<file path="config.mk">
export PLATFORM = sky130hd
export DESIGN_NAME = bcd_conv_scheduler
export DESIGN_NICKNAME = d
export VERILOG_FILES = /design/src/rtl/bcd_conv_scheduler_pkg.sv /design/src/rtl/bcd_conv_scheduler_digit_adj.sv /design/src/rtl/bcd_conv_scheduler.sv
export SDC_FILE = /design/constraint.sdc
export NUM_CORES = 1
export LEC_CHECK = 0
export CORE_MARGIN = 5
export CORE_UTILIZATION = 51
export CTS_CLUSTER_DIAMETER = 200
export DETAILED_ROUTE_END_ITERATION = 12
export PLACE_DENSITY = 0.81
export SLEW_MARGIN = 0
export SYNTH_ARGS = -nofsm -noshare
export SYNTH_HDL_FRONTEND = slang
export SYNTH_SLANG_ARGS = --single-unit
</file>
<file path="constraint.sdc">
create_clock -name clk -period 2.45 [get_ports clk]
set_input_delay 0.6125 -clock clk [delete_from_list [all_inputs] [get_ports clk]]
set_output_delay 0.6125 -clock clk [all_outputs]
set_load 0.05 [all_outputs]
</file>
<file path="src/rtl/bcd_conv_scheduler_pkg.sv">
// Shared definitions for the sequential binary-to-BCD converter.
//   bcd_state_t : converter FSM states (IDLE -> SHIFT -> DONE -> IDLE)
//   BCD_NIB     : bits per BCD digit
//   add3_adj    : double-dabble digit correction (>=5 ? +3)
package bcd_pkg;

  typedef enum logic [1:0] {
    IDLE  = 2'd0,
    SHIFT = 2'd1,
    DONE  = 2'd2
  } bcd_state_t;

  localparam int BCD_NIB = 4;

  // A digit holds at most 9 before the shift, so 9+3=12 never overflows 4 bits.
  function automatic logic [BCD_NIB-1:0] add3_adj(input logic [BCD_NIB-1:0] nib);
    return (nib >= 4'd5) ? nib + 4'd3 : nib;
  endfunction

endpackage

</file>
<file path="src/rtl/bcd_conv_scheduler_digit_adj.sv">
// bcd_digit_adj: combinational correction for one BCD digit of the
// double-dabble shift register.
//   nib_i : current digit value
//   nib_o : digit after the >=5 ? +3 adjustment
module bcd_digit_adj
  import bcd_pkg::*;
(
  input  logic [BCD_NIB-1:0] nib_i,
  output logic [BCD_NIB-1:0] nib_o
);

  assign nib_o = add3_adj(nib_i);

endmodule

</file>
<file path="src/rtl/bcd_conv_scheduler.sv">
// bcd_conv_scheduler: shared sequential double-dabble binary-to-BCD converter
// with a two-requester round-robin front end. One add-3/shift step per clock.
// Requester 0 is the mic Hz counter, requester 1 a second display source.
//
// Ports:
//   clk      : system clock
//   rst_n    : synchronous reset, active low
//   req      : per-requester level request, held until the matching gnt bit
//   bin0     : requester 0 operand, captured on its gnt edge
//   bin1     : requester 1 operand, captured on its gnt edge
//   gnt      : one-hot single-cycle grant pulse
//   busy     : high from the cycle after gnt through the done cycle
//   done     : single-cycle pulse; bcd_out/done_id valid from here on
//   done_id  : requester index that bcd_out belongs to
//   bcd_out  : packed BCD result, ones digit in [3:0], held until next done
//   blank    : leading-zero mask (ones digit never blanked)
//
// Build option: define BCD_BLANK_EN to generate the leading-zero mask;
// without it blank is tied to zero.
module bcd_conv_scheduler
  import bcd_pkg::*;
#(
  parameter int BIN_W  = 10,
  parameter int DIGITS = 4
) (
  input  logic                      clk,
  input  logic                      rst_n,
  input  logic [1:0]                req,
  input  logic [BIN_W-1:0]          bin0,
  input  logic [BIN_W-1:0]          bin1,
  output logic [1:0]                gnt,
  output logic                      busy,
  output logic                      done,
  output logic                      done_id,
  output logic [BCD_NIB*DIGITS-1:0] bcd_out,
  output logic [DIGITS-1:0]         blank
);

  localparam int BCD_W = BCD_NIB * DIGITS;
  localparam int SR_W  = BCD_W + BIN_W;
  localparam int CNT_W = (BIN_W > 1) ? $clog2(BIN_W) : 1;

  function automatic longint pow10(input int n);
    longint r;
    r = 1;
    for (int i = 0; i < n; i++) r = r * 10;
    return r;
  endfunction

  if (pow10(DIGITS) <= ((longint'(1) << BIN_W) - 1)) begin : g_range_bad
    $error("bcd_conv_scheduler: DIGITS too small for BIN_W");
  end

  bcd_state_t        state_q;
  logic [1:0]        gnt_q;
  logic              busy_q;
  logic              done_q;
  logic              done_id_q;
  logic [BCD_W-1:0]  bcd_q;
  logic              rr_last_q;
  logic              win_q;
  logic [CNT_W-1:0]  cnt_q;
  logic [SR_W-1:0]   sreg_q;

  logic              win_d;
  logic [BCD_W-1:0]  adj_bcd;
  logic [SR_W-1:0]   step_d;
  // Bit shifted out of the top digit; always 0 for operands that fit DIGITS.
  logic              carry_unused;

  for (genvar d = 0; d < DIGITS; d++) begin : g_adj
    bcd_digit_adj u_adj (
      .nib_i (sreg_q[BIN_W + BCD_NIB*d +: BCD_NIB]),
      .nib_o (adj_bcd[BCD_NIB*d +: BCD_NIB])
    );
  end

  assign step_d       = {adj_bcd[BCD_W-2:0], sreg_q[BIN_W-1:0], 1'b0};
  assign carry_unused = adj_bcd[BCD_W-1];

  // Single requester wins outright; on a tie the one not served last wins.
  always_comb begin
    win_d = 1'b0;
    case (req)
      2'b01:   win_d = 1'b0;
      2'b10:   win_d = 1'b1;
      default: win_d = ~rr_last_q;
    endcase
  end

  always_ff @(posedge clk) begin
    if (!rst_n) begin
      state_q   <= IDLE;
      gnt_q     <= 2'b00;
      busy_q    <= 1'b0;
      done_q    <= 1'b0;
      done_id_q <= 1'b0;
      bcd_q     <= '0;
      rr_last_q <= 1'b1;
      win_q     <= 1'b0;
      cnt_q     <= '0;
      sreg_q    <= '0;
    end else begin
      gnt_q  <= 2'b00;
      done_q <= 1'b0;
      busy_q <= (state_q != IDLE);
      case (state_q)
        IDLE: begin
          if (req != 2'b00) begin
            gnt_q     <= win_d ? 2'b10 : 2'b01;
            win_q     <= win_d;
            rr_last_q <= win_d;
            sreg_q    <= {{BCD_W{1'b0}}, (win_d ? bin1 : bin0)};
            cnt_q     <= CNT_W'(BIN_W - 1);
            state_q   <= SHIFT;
          end
        end
        SHIFT: begin
          sreg_q <= step_d;
          cnt_q  <= cnt_q - 1'b1;
          if (cnt_q == '0) state_q <= DONE;
        end
        DONE: begin
          bcd_q     <= sreg_q[SR_W-1 -: BCD_W];
          done_id_q <= win_q;
          done_q    <= 1'b1;
          state_q   <= IDLE;
        end
        default: state_q <= IDLE;
      endcase
    end
  end

`ifdef BCD_BLANK_EN
  logic [DIGITS-1:0] blank_d;
  logic [DIGITS-1:0] blank_q;
  logic              zero_above;

  // Walk from the top digit down; a digit is blanked while everything above
  // it (and itself) is zero. Ones digit always shown.
  always_comb begin
    blank_d    = '0;
    zero_above = 1'b1;
    for (int i = DIGITS - 1; i >= 1; i--) begin
      zero_above = zero_above & (sreg_q[BIN_W + BCD_NIB*i +: BCD_NIB] == '0);
      blank_d[i] = zero_above;
    end
  end

  always_ff @(posedge clk) begin
    if (!rst_n) begin
      blank_q <= '0;
    end else if (state_q == DONE) begin
      blank_q <= blank_d;
    end
  end

  assign blank = blank_q;
`else
  assign blank = '0;
`endif

  assign gnt     = gnt_q;
  assign busy    = busy_q;
  assign done    = done_q;
  assign done_id = done_id_q;
  assign bcd_out = bcd_q;

endmodule

</file>
# Word level (Yosys, flattened, before mapping)
# Index checks and enable logic that the tools add are counted.
# totals
word_cells,50
reg_bits,55
inputBits,24
out_inout_bits,25
# classes
add_sub_neg,5
eq_ne,6
reduce_logical,9
order_cmp,4
n_mux,15
bitwise_logic,1
# op_table
op,n
26-bit one-hot mux with 2 select lines,1
26-bit two-way mux,1
4-bit by 3-bit >= comparator with 1-bit output (second input constant),4
4-bit two-way mux,4
4-bit by 2-bit adder with 4-bit output (second input constant),3
10-bit two-way mux,1
4-bit one-hot mux with 2 select lines,1
2-bit two-way mux,3
2-bit AND reduction,3
2-bit nonzero test,3
2-bit by 1-bit equality test with 1-bit output (second input constant),2
2-bit equality test (second input constant),2
4-bit zero test,1
2-bit inequality test (second input constant),2
2-bit one-hot mux with 2 select lines,1
4-bit by 1-bit subtractor with 4-bit output (second input constant),1
3-bit by 2-bit adder with 3-bit output (second input constant),1
3-bit two-way mux,1
3-bit AND reduction,1
2-bit zero test,1
1-bit one-hot mux with 2 select lines,1
1-bit two-way mux,1
1-bit inverter,1

# Longest topological paths before layout
# Gate-level depths: netlist of the first run.
# logic_depth
depth_word,5
depth_mapped,7
mapped_depth_nobuf,6

# By module
# Synthesis of the first run repeated with hierarchy kept, for this count alone.
# hier_totals
hier_cells,283
area_unflattened_um2,2486.1
# by_module_without_submodules
module,seq_area_each_um2,area_per_inst_um2,cells_per_inst,instances
bcd_conv_scheduler,1101.1,2080.7,219,1
bcd_digit_adj,0.0,101.3,16,4

# Worst setup path before layout of the first run
# OpenSTA, ideal clock, no wires.
# synth_path
kind,in2reg
start,input req[0]
end,register sreg_q[3]
path_buffers,1
required_time_ns,2.320
stages,6
setup_time_ns,0.130
slack_ns,0.516
t_arrival_ns,1.804
cell_sequence,inv_1 -> ha_1 -> a21oi_1 -> buf_2 -> mux2i_1 -> o22ai_1
# synth_between
elab_chain_len,5
elab_cells_between_ends,9
classes_between,3 x eq/ne; 4 x mux; 2 x reduce/logical
# synth_lines
element,line_no,text
from (decl),bcd_conv_scheduler.sv:28,"input logic [1:0] req,"
2-bit equality test or 2-bit by 1-bit equality test with 1-bit output (tied branches),bcd_conv_scheduler.sv:84,case (req)
1-bit one-hot mux with 2 select lines,bcd_conv_scheduler.sv:84,
10-bit two-way mux,bcd_conv_scheduler.sv:113,"sreg_q <= {{BCD_W{1'b0}}, (win_d ? bin1 : bin0)};"
26-bit two-way mux,bcd_conv_scheduler.sv:109,if (req != 2'b00) begin
26-bit one-hot mux with 2 select lines,bcd_conv_scheduler.sv:107,case (state_q)
to (signal assigned),bcd_conv_scheduler.sv:113,
to (signal assigned),bcd_conv_scheduler.sv:119,sreg_q <= step_d;
to (decl),bcd_conv_scheduler.sv:63,logic [SR_W-1:0] sreg_q;
# Parallel ways exist; a longest one is shown, timed or not. The select of a mux whose other input is x is not followed.
# A chain may end at the register's enable or synchronous reset.

# Worst setup path in the final report of the first run
# layout_path
start,"register bcd_q[7], in the netlist bcd_out[7]"
end,output bcd_out[7]
# layout_lines
element,line_no,text
from (decl),bcd_conv_scheduler.sv:59,logic [BCD_W-1:0] bcd_q;
from (signal assigned),bcd_conv_scheduler.sv:124,bcd_q <= sreg_q[SR_W-1 -: BCD_W];
to (decl),bcd_conv_scheduler.sv:35,"output logic [BCD_NIB*DIGITS-1:0] bcd_out,"
# No word-level cell between the ends.

==> metrics.md, run 1 <==
| Metric | Value |
|---|---|
| Worst min path class | reg2reg |
| Ports | 49 |
| Layout cells sized above 1 | 0.0688 |
| CTS Sinks | 55 |
| First-pass GRT wire length | 8370 µm |
| Post-synth top area share | 0.448 |
| Hold Path Depth | 2 |
| Crit path DAT | 1.46 ns |
| Input/output buffers | 44 |
| Layout area overhead | 24.1% |
| CTS max path bufs | 2 |
| PostCTS Resize Cnt | 0 |
| PnR worst setup slack | 0.374 ns |
| GRT Residual Overflow | 0 |
| Cells along the critical path | clkdlybuf4s50_1 |
| Total GRT Usage | 0.166 |
| Final hold viol count | 0 |
| Pin count of the biggest net entering global routing | 20 |
| WL/cell | 13.3 µm |
| Post-CTS setup buffers | 0 |
| Fmax | 482 MHz |
| FF+latch count, synth | 55 |
| Initial antenna violation count | 0 |
| Remaining DRCs | 0 |
| Crit end category | output port |
| Clk_skew | 0.00553 ns |
| Leak pwr | 1.16 nW |
| Max incr delay on CP | 0.81 ns |
| Post-synth top cells | dfxtp_1 (55), nand2_1 (42), a21oi_1 (26) |
| Sequential area share after synthesis | 0.448 |
| Critical path start-end classification | reg2out |
| Pre-CTS setup slack | 0.106 ns |
| Slowest-stage cell, CP | clkdlybuf4s50_1 |
| Htree depth | 2 |
| Vias/cell | 5.42 |
| Critical path's top delay family | buffers and inverters |
| Nets@finish | 354 |
| Worst Min Path Start | bcd_out[4]$_SDFFE_PN0P_ |
| Slew Limit Headroom | 0.581 |
| Synth Flop Type | dfxtp_1 |
| Hold WS | 0.455 ns |
| Synth cell types | 44 |
| Initial cell density of the core | 0.524 |
| RSZ-0062 raised after global routing | no |
| Vias | 2027 |
| Reg clk slew, reported paths | 0.09 ns |
| Worst Setup SP | bcd_out[7]$_SDFFE_PN0P_ |
| 1st-iter DRT viols | 130 |
| FF-to-FF path depth | 6 |
| Placed insts | 366 |
| Worst IR drop on VDD | 429 µV |
| Die Y | 79.4 µm |
| Status | complete, no violations |
| Pre-antenna DRT Iters | 4 |
| Synthesized area per cell | 8.87 µm² |
| Synthesized cell area | 2460 µm² |
| Tcrit/Tclk final | 0.847 |
| # setup viols final | 0 |
| Die area | 6310 µm² |
| GP Congestion | 0.854 |
| Number of global-route vias before repair | 1932 |
| N_diodes | 0 |
| CTS root buf | clkbuf_8 |
| Buf/Inv on CP | 1 |
| Antenna Nets Post-Route | 0 |
| Worst R2R End | sreg_q[20]$_SDFFE_PN0P_ |
| Max-cap viol count | 0 |
| Mapped Cells | 277 |
| Fin crit period | 2.08 ns |
| CP required | 1.84 ns |
| Die X | 79.4 µm |
| Power density over cell area | 689 nW/µm² |
| Most frequent cell after synthesis | dfxtp_1 |
| Cts hold-fix bufs | 0 |
| FILL cells | 402 |
| Post-synth EDFFs | 0 |
| CTS Buf Count | 5 |
| CTS tree | built |
| Hold endpoint | bcd_out[4]$_SDFFE_PN0P_ |
| Worst-Margin Slew | 0.628 ns |
| Non-Filler Instances | 374 |
| Rows | 25 |
| Crit path depth | 1 |
| Worst setup SP type | flip-flop |
| Critical path peak fanout | 2 |
| Post-synth ARST share | 0 |
| Final wirelength | 4970 µm |
| R2R Setup Slk | 0.78 ns |
| YS warnings | 0 |
| Core Region | 4690 µm² |
| DP HPWL | 3640 µm |
| TNS Setup | 0 ns |
| Synth area leader | dfxtp_1 |
| Clk Latency, worst-skew pair | 0.31 ns |
| Reg2reg start | sreg_q[18]$_SDFFE_PN0P_ |
| Top cells by area, synth | dfxtp_1 (45%), nand2_1 (6.4%), ha_1 (5.6%) |
| Fin. max-slew vios | 0 |
## stage by stage
stage,util,power (W),instance area (µm²)
floorplan,-,0.00132,2470
global placement,0.622,0.00142,2920
detailed placement,0.622,0.00143,2920
CTS,0.650,0.00211,3050
global route,0.650,0.00220,3050
finish,0.650,0.00210,3050
## final cells by class
| cell class | count | area (µm²) | area share |
|---|---|---|---|
| Timing Repair Buffer | 52 | 500 | 0.164 |
| Sequential cell | 55 | 1100 | 0.361 |
| Inverter | 14 | 52.6 | 0.0172 |
| Tap cell | 54 | 67.6 | 0.0221 |
| Clock inverter | 2 | 60.1 | 0.0197 |
| Multi-Input combinational cell | 191 | 1200 | 0.392 |
| Clock buffer | 6 | 72.6 | 0.0238 |
## sequential cells by signal, summed over array words and instances, names as in the netlist
signal     count
sreg_q        26
bcd_out       16
cnt_q          4
gnt            2
state_q        2
busy           1
done           1
done_id        1
rr_last_q      1
win_q          1
## cell usage in the layout (no fill, tap or decap), types with 3 or more instances in the layout
cell,instances
a21oi_1,26
nand3_1,5
nand2b_1,6
o21ai_0,12
nand4_1,5
mux2i_1,12
dfxtp_1,55
clkbuf_8,5
conb_1,4
buf_4,8
ha_1,11
nor2_1,8
inv_1,13
nor2b_1,4
a22oi_1,9
nor3_1,3
nand2_1,42
clkdlybuf4s50_1,44
a32o_1,3
o22ai_1,12
## power breakdown
group | internal, W | switching [W]
registers | 0.000959 | 0.0000496
logic | 0.000164 | 0.000238
clock network | 0.000408 | 0.000282
## worst max path at each step
stage	to	slack (ns)
5_1_grt	sreg_q[2]$_SDFFE_PN0P_	0.32
3_3_place_gp	sreg_q[9]$_SDFFE_PN0P_	0.18
6_report	bcd_out[7]	0.37
3_5_place_dp	sreg_q[3]$_SDFFE_PN0P_	0.11
4_1_cts	bcd_out[7]	0.36
2_1_floorplan	sreg_q[3]$_SDFFE_PN0P_	0.52
## cells by family (layout without fill, tap and decap cells)
group	after synthesis	after routing	share of synthesized area
buffers and inverters	34	74	0.0698
xor gates and xnor gates	4	4	0.0143
DFF	55	55	0.448
adders and majority gates	11	11	0.0560
and+or+nand+nor	84	84	0.161
AOI/OAI and AO/OA	74	74	0.191
muxes	14	14	0.0580
other	1	4	0.00153
## routing by layer
| metal | routed length (µm) | global-route usage |
|---|---|---|
| met5 | 0 | 0 |
| met1 | 2340 | 0.209 |
| met4 | 72 | 0.0653 |
| met3 | 214 | 0.0361 |
| met2 | 2350 | 0.275 |
Note: power is estimated with default switching activity, not from simulation.
==> run 2, diff against run 1 <==
==> constraint.sdc (replaced) <==
create_clock -name clk -period 2.1 [get_ports clk]
set_input_delay 0.525 -clock clk [delete_from_list [all_inputs] [get_ports clk]]
set_output_delay 0.525 -clock clk [all_outputs]
set_load 0.05 [all_outputs]
==> run 2 against run 1 <==
  * Critical path depth unchanged
  * Final area grew 0.45%
  * Sequential power grew 17%
  * Largest power group unchanged
  * Highest routed layer unchanged
  * Critical endpoint is now bcd_out[11]
==> metrics.md, run 2 (same netlist as run 1, synthesis figures left out) <==
| Metric | Value |
|---|---|
| Status | complete, no violations |
| Clk_skew | 0.00544 ns (-0.0000849 ns) |
| Worst Setup SP | bcd_out[11]$_SDFFE_PN0P_ |
| Nets@finish | 358 (+1.1%) |
| Most frequent cells in the layout | dfxtp_1 (55), clkdlybuf4s50_1 (44), nand2_1 (42) |
| Clk network pwr share | 0.303 (-0.026) |
| Input/output buffers | 44 (unchanged) |
| Crit path depth | 1 (unchanged) |
| Worst setup SP type | flip-flop |
| PnR Total Power | 0.00238 W (+13%) |
| CTS Sinks | 55 (unchanged) |
| Remaining DRCs | 0 (unchanged) |
| Setup crit end | bcd_out[11] |
| # setup viols final | 0 (unchanged) |
| Slew Limit Headroom | 0.581 (-0.000754) |
| Layout area overhead | 24.7% |
| Clk Latency, worst-skew pair | 0.31 ns (about the same) |
| Reg2reg start | sreg_q[18]$_SDFFE_PN0P_ |
| Max reg flops | 26 (unchanged) |
| Finished Cell Area | 3060 µm² (+0.45%) |
| Cells along the critical path | clkdlybuf4s50_1 |
| Max-cap viol count | 0 (unchanged) |
| Sequential fraction of design power | 0.495 (+0.015) |
| Pre-CTS setup slack | -0.164 ns (-0.270 ns) |
| Crit end category | output port |
| Slowest-stage cell, CP | clkdlybuf4s50_1 |
| Htree depth | 2 (unchanged) |
| Die X | 79.4 µm (unchanged) |
| CTS tree | built |
| Worst-Margin Slew | 0.629 ns (+0.00113 ns) |
| Max incr delay on CP | 0.81 ns (about the same) |
| Critical path start-end classification | reg2out |
| GP Congestion | 0.871 (+2.0%) |
| Final hold viol count | 0 (unchanged) |
| CTS root buf | clkbuf_8 |
| Rows | 25 (unchanged) |
| Pin count of the biggest net entering global routing | 20 (unchanged) |
| Dpl cell area | 2950 µm² (+1.0%) |
| RSZ-0062 raised after global routing | no |
| Fin. max-slew vios | 0 (unchanged) |
| Die area | 6310 µm² (unchanged) |
| Reg clk slew, reported paths | 0.10 ns (about the same) |
| Layout cells sized above 1 | 0.0833 (+0.0146) |
| FF-to-FF path depth | 6 (unchanged) |
| Buf/Inv on CP | 1 (unchanged) |
| Commonest non-fill, non-tap cell in the layout | dfxtp_1 |
| WL/cell | 13.5 µm (+1.7%) |
| Worst IR drop on VDD | 429 µV (about the same) |
| Initial cell density of the core | 0.524 (unchanged) |
| Leak pwr | 1.17 nW (+1.0%) |
| Post-CTS setup buffers | 0 (unchanged) |
| Final wirelength | 5110 µm (+2.8%) |
| Tcrit/Tclk final | 0.948 |
| Antenna Nets Post-Route | 0 (unchanged) |
| Worst min path class | reg2reg |
| Number of global-route vias before repair | 1853 (-4.1%) |
| Core Region | 4690 µm² (unchanged) |
| Crit path DAT | 1.47 ns (about the same) |
| Sw frac | 0.294 (+0.0227) |
| Worst R2R End | sreg_q[20]$_SDFFE_PN0P_ |
| Cts hold-fix bufs | 0 (unchanged) |
| CP required | 1.57 ns (-0.27 ns) |
| 1st-iter DRT viols | 108 (-17%) |
| Fin crit period | 1.99 ns |
| Switching power | 0.000698 W (+23%) |
| CTS Buf Count | 5 (unchanged) |
| Die Y | 79.4 µm (unchanged) |
| Pint | 0.00168 W (+9.7%) |
| CTS max path bufs | 2 (unchanged) |
| Ports | 49 (unchanged) |
| Pre-antenna DRT Iters | 4 (unchanged) |
| DP HPWL | 3760 µm (+3.1%) |
| Placed insts | 370 (+1.1%) |
| Critical path peak fanout | 2 (unchanged) |
| GRT Residual Overflow | 0 (unchanged) |
| Comb power frac | 0.202 (+0.011) |
| Vias | 2066 (+1.9%) |
| Critical path's top delay family | buffers and inverters |
| PnR worst setup slack | 0.108 ns (-0.265 ns) |
| R2R Setup Slk | 0.43 ns (-0.35 ns) |
| N_diodes | 0 (unchanged) |
| PostCTS Resize Cnt | 0 (unchanged) |
| Power density over cell area | 776 nW/µm² (+13%) |
| First-pass GRT wire length | 8370 µm (unchanged) |
| Total GRT Usage | 0.167 (+0.00132) |
| Fmax | 502 MHz |
| Non-Filler Instances | 378 (+1.1%) |
| Largest Register | sreg_q |
| Vias/cell | 5.47 (+0.85%) |
| Util after Layout | 0.653 (+0.00293) |
| Initial antenna violation count | 0 (unchanged) |
[run 2: per-layer routing]
layer / global-route usage / up-vias / wire length [µm]
met5: 0 / - / 0
li1: - / 1057 / -
met3: 0.0463 / 7 / 348
met1: 0.217 / 942 / 2320
met4: 0.0704 / 0 / 85
met2: 0.261 / 60 / 2360
[run 2: through the flow]
stage / TNS (ns) / hold slack (ns)
finish: 0 / 0.457
global route: 0 / 0.481
CTS: 0 / 0.461
detailed placement: -1.78 / 0.446
global placement: -0.956 / 0.440
floorplan: 0 / 0.425
[run 2: worst min path at each step]
stage | start | to | cells after the start
after global placement | sreg_q[0]$_SDFFE_PN0P_ | sreg_q[0]$_SDFFE_PN0P_ | 2
after detailed placement | bcd_out[4]$_SDFFE_PN0P_ | bcd_out[4]$_SDFFE_PN0P_ | 2
after global routing | sreg_q[23]$_SDFFE_PN0P_ | bcd_out[13]$_SDFFE_PN0P_ | 2
after CTS | bcd_out[4]$_SDFFE_PN0P_ | bcd_out[4]$_SDFFE_PN0P_ | 2
after floorplan | sreg_q[0]$_SDFFE_PN0P_ | sreg_q[0]$_SDFFE_PN0P_ | 2
final | bcd_out[3]$_SDFFE_PN0P_ | bcd_out[3]$_SDFFE_PN0P_ | 2
[run 2: area by class of cell]
| type | instances | area (µm²) |
|---|---|---|
| Tap cell | 54 | 67.6 |
| Inverter | 14 | 52.6 |
| Sequential cell | 55 | 1100 |
| Timing Repair Buffer | 56 | 531 |
| Clock buffer | 5 | 68.8 |
| Fill cell | 394 | 1630 |
| Multi-Input combinational cell | 191 | 1200 |
| Clock inverter | 3 | 47.5 |
[run 2: power groups by stage]
stage               logic, W  registers (W)  clock network, W
detailed placement  0.000481        0.00120                 0
floorplan           0.000327        0.00121                 0
CTS                 0.000484        0.00118          0.000733
global placement    0.000468        0.00120                 0
global route        0.000528        0.00119          0.000785
finish              0.000481        0.00118          0.000721
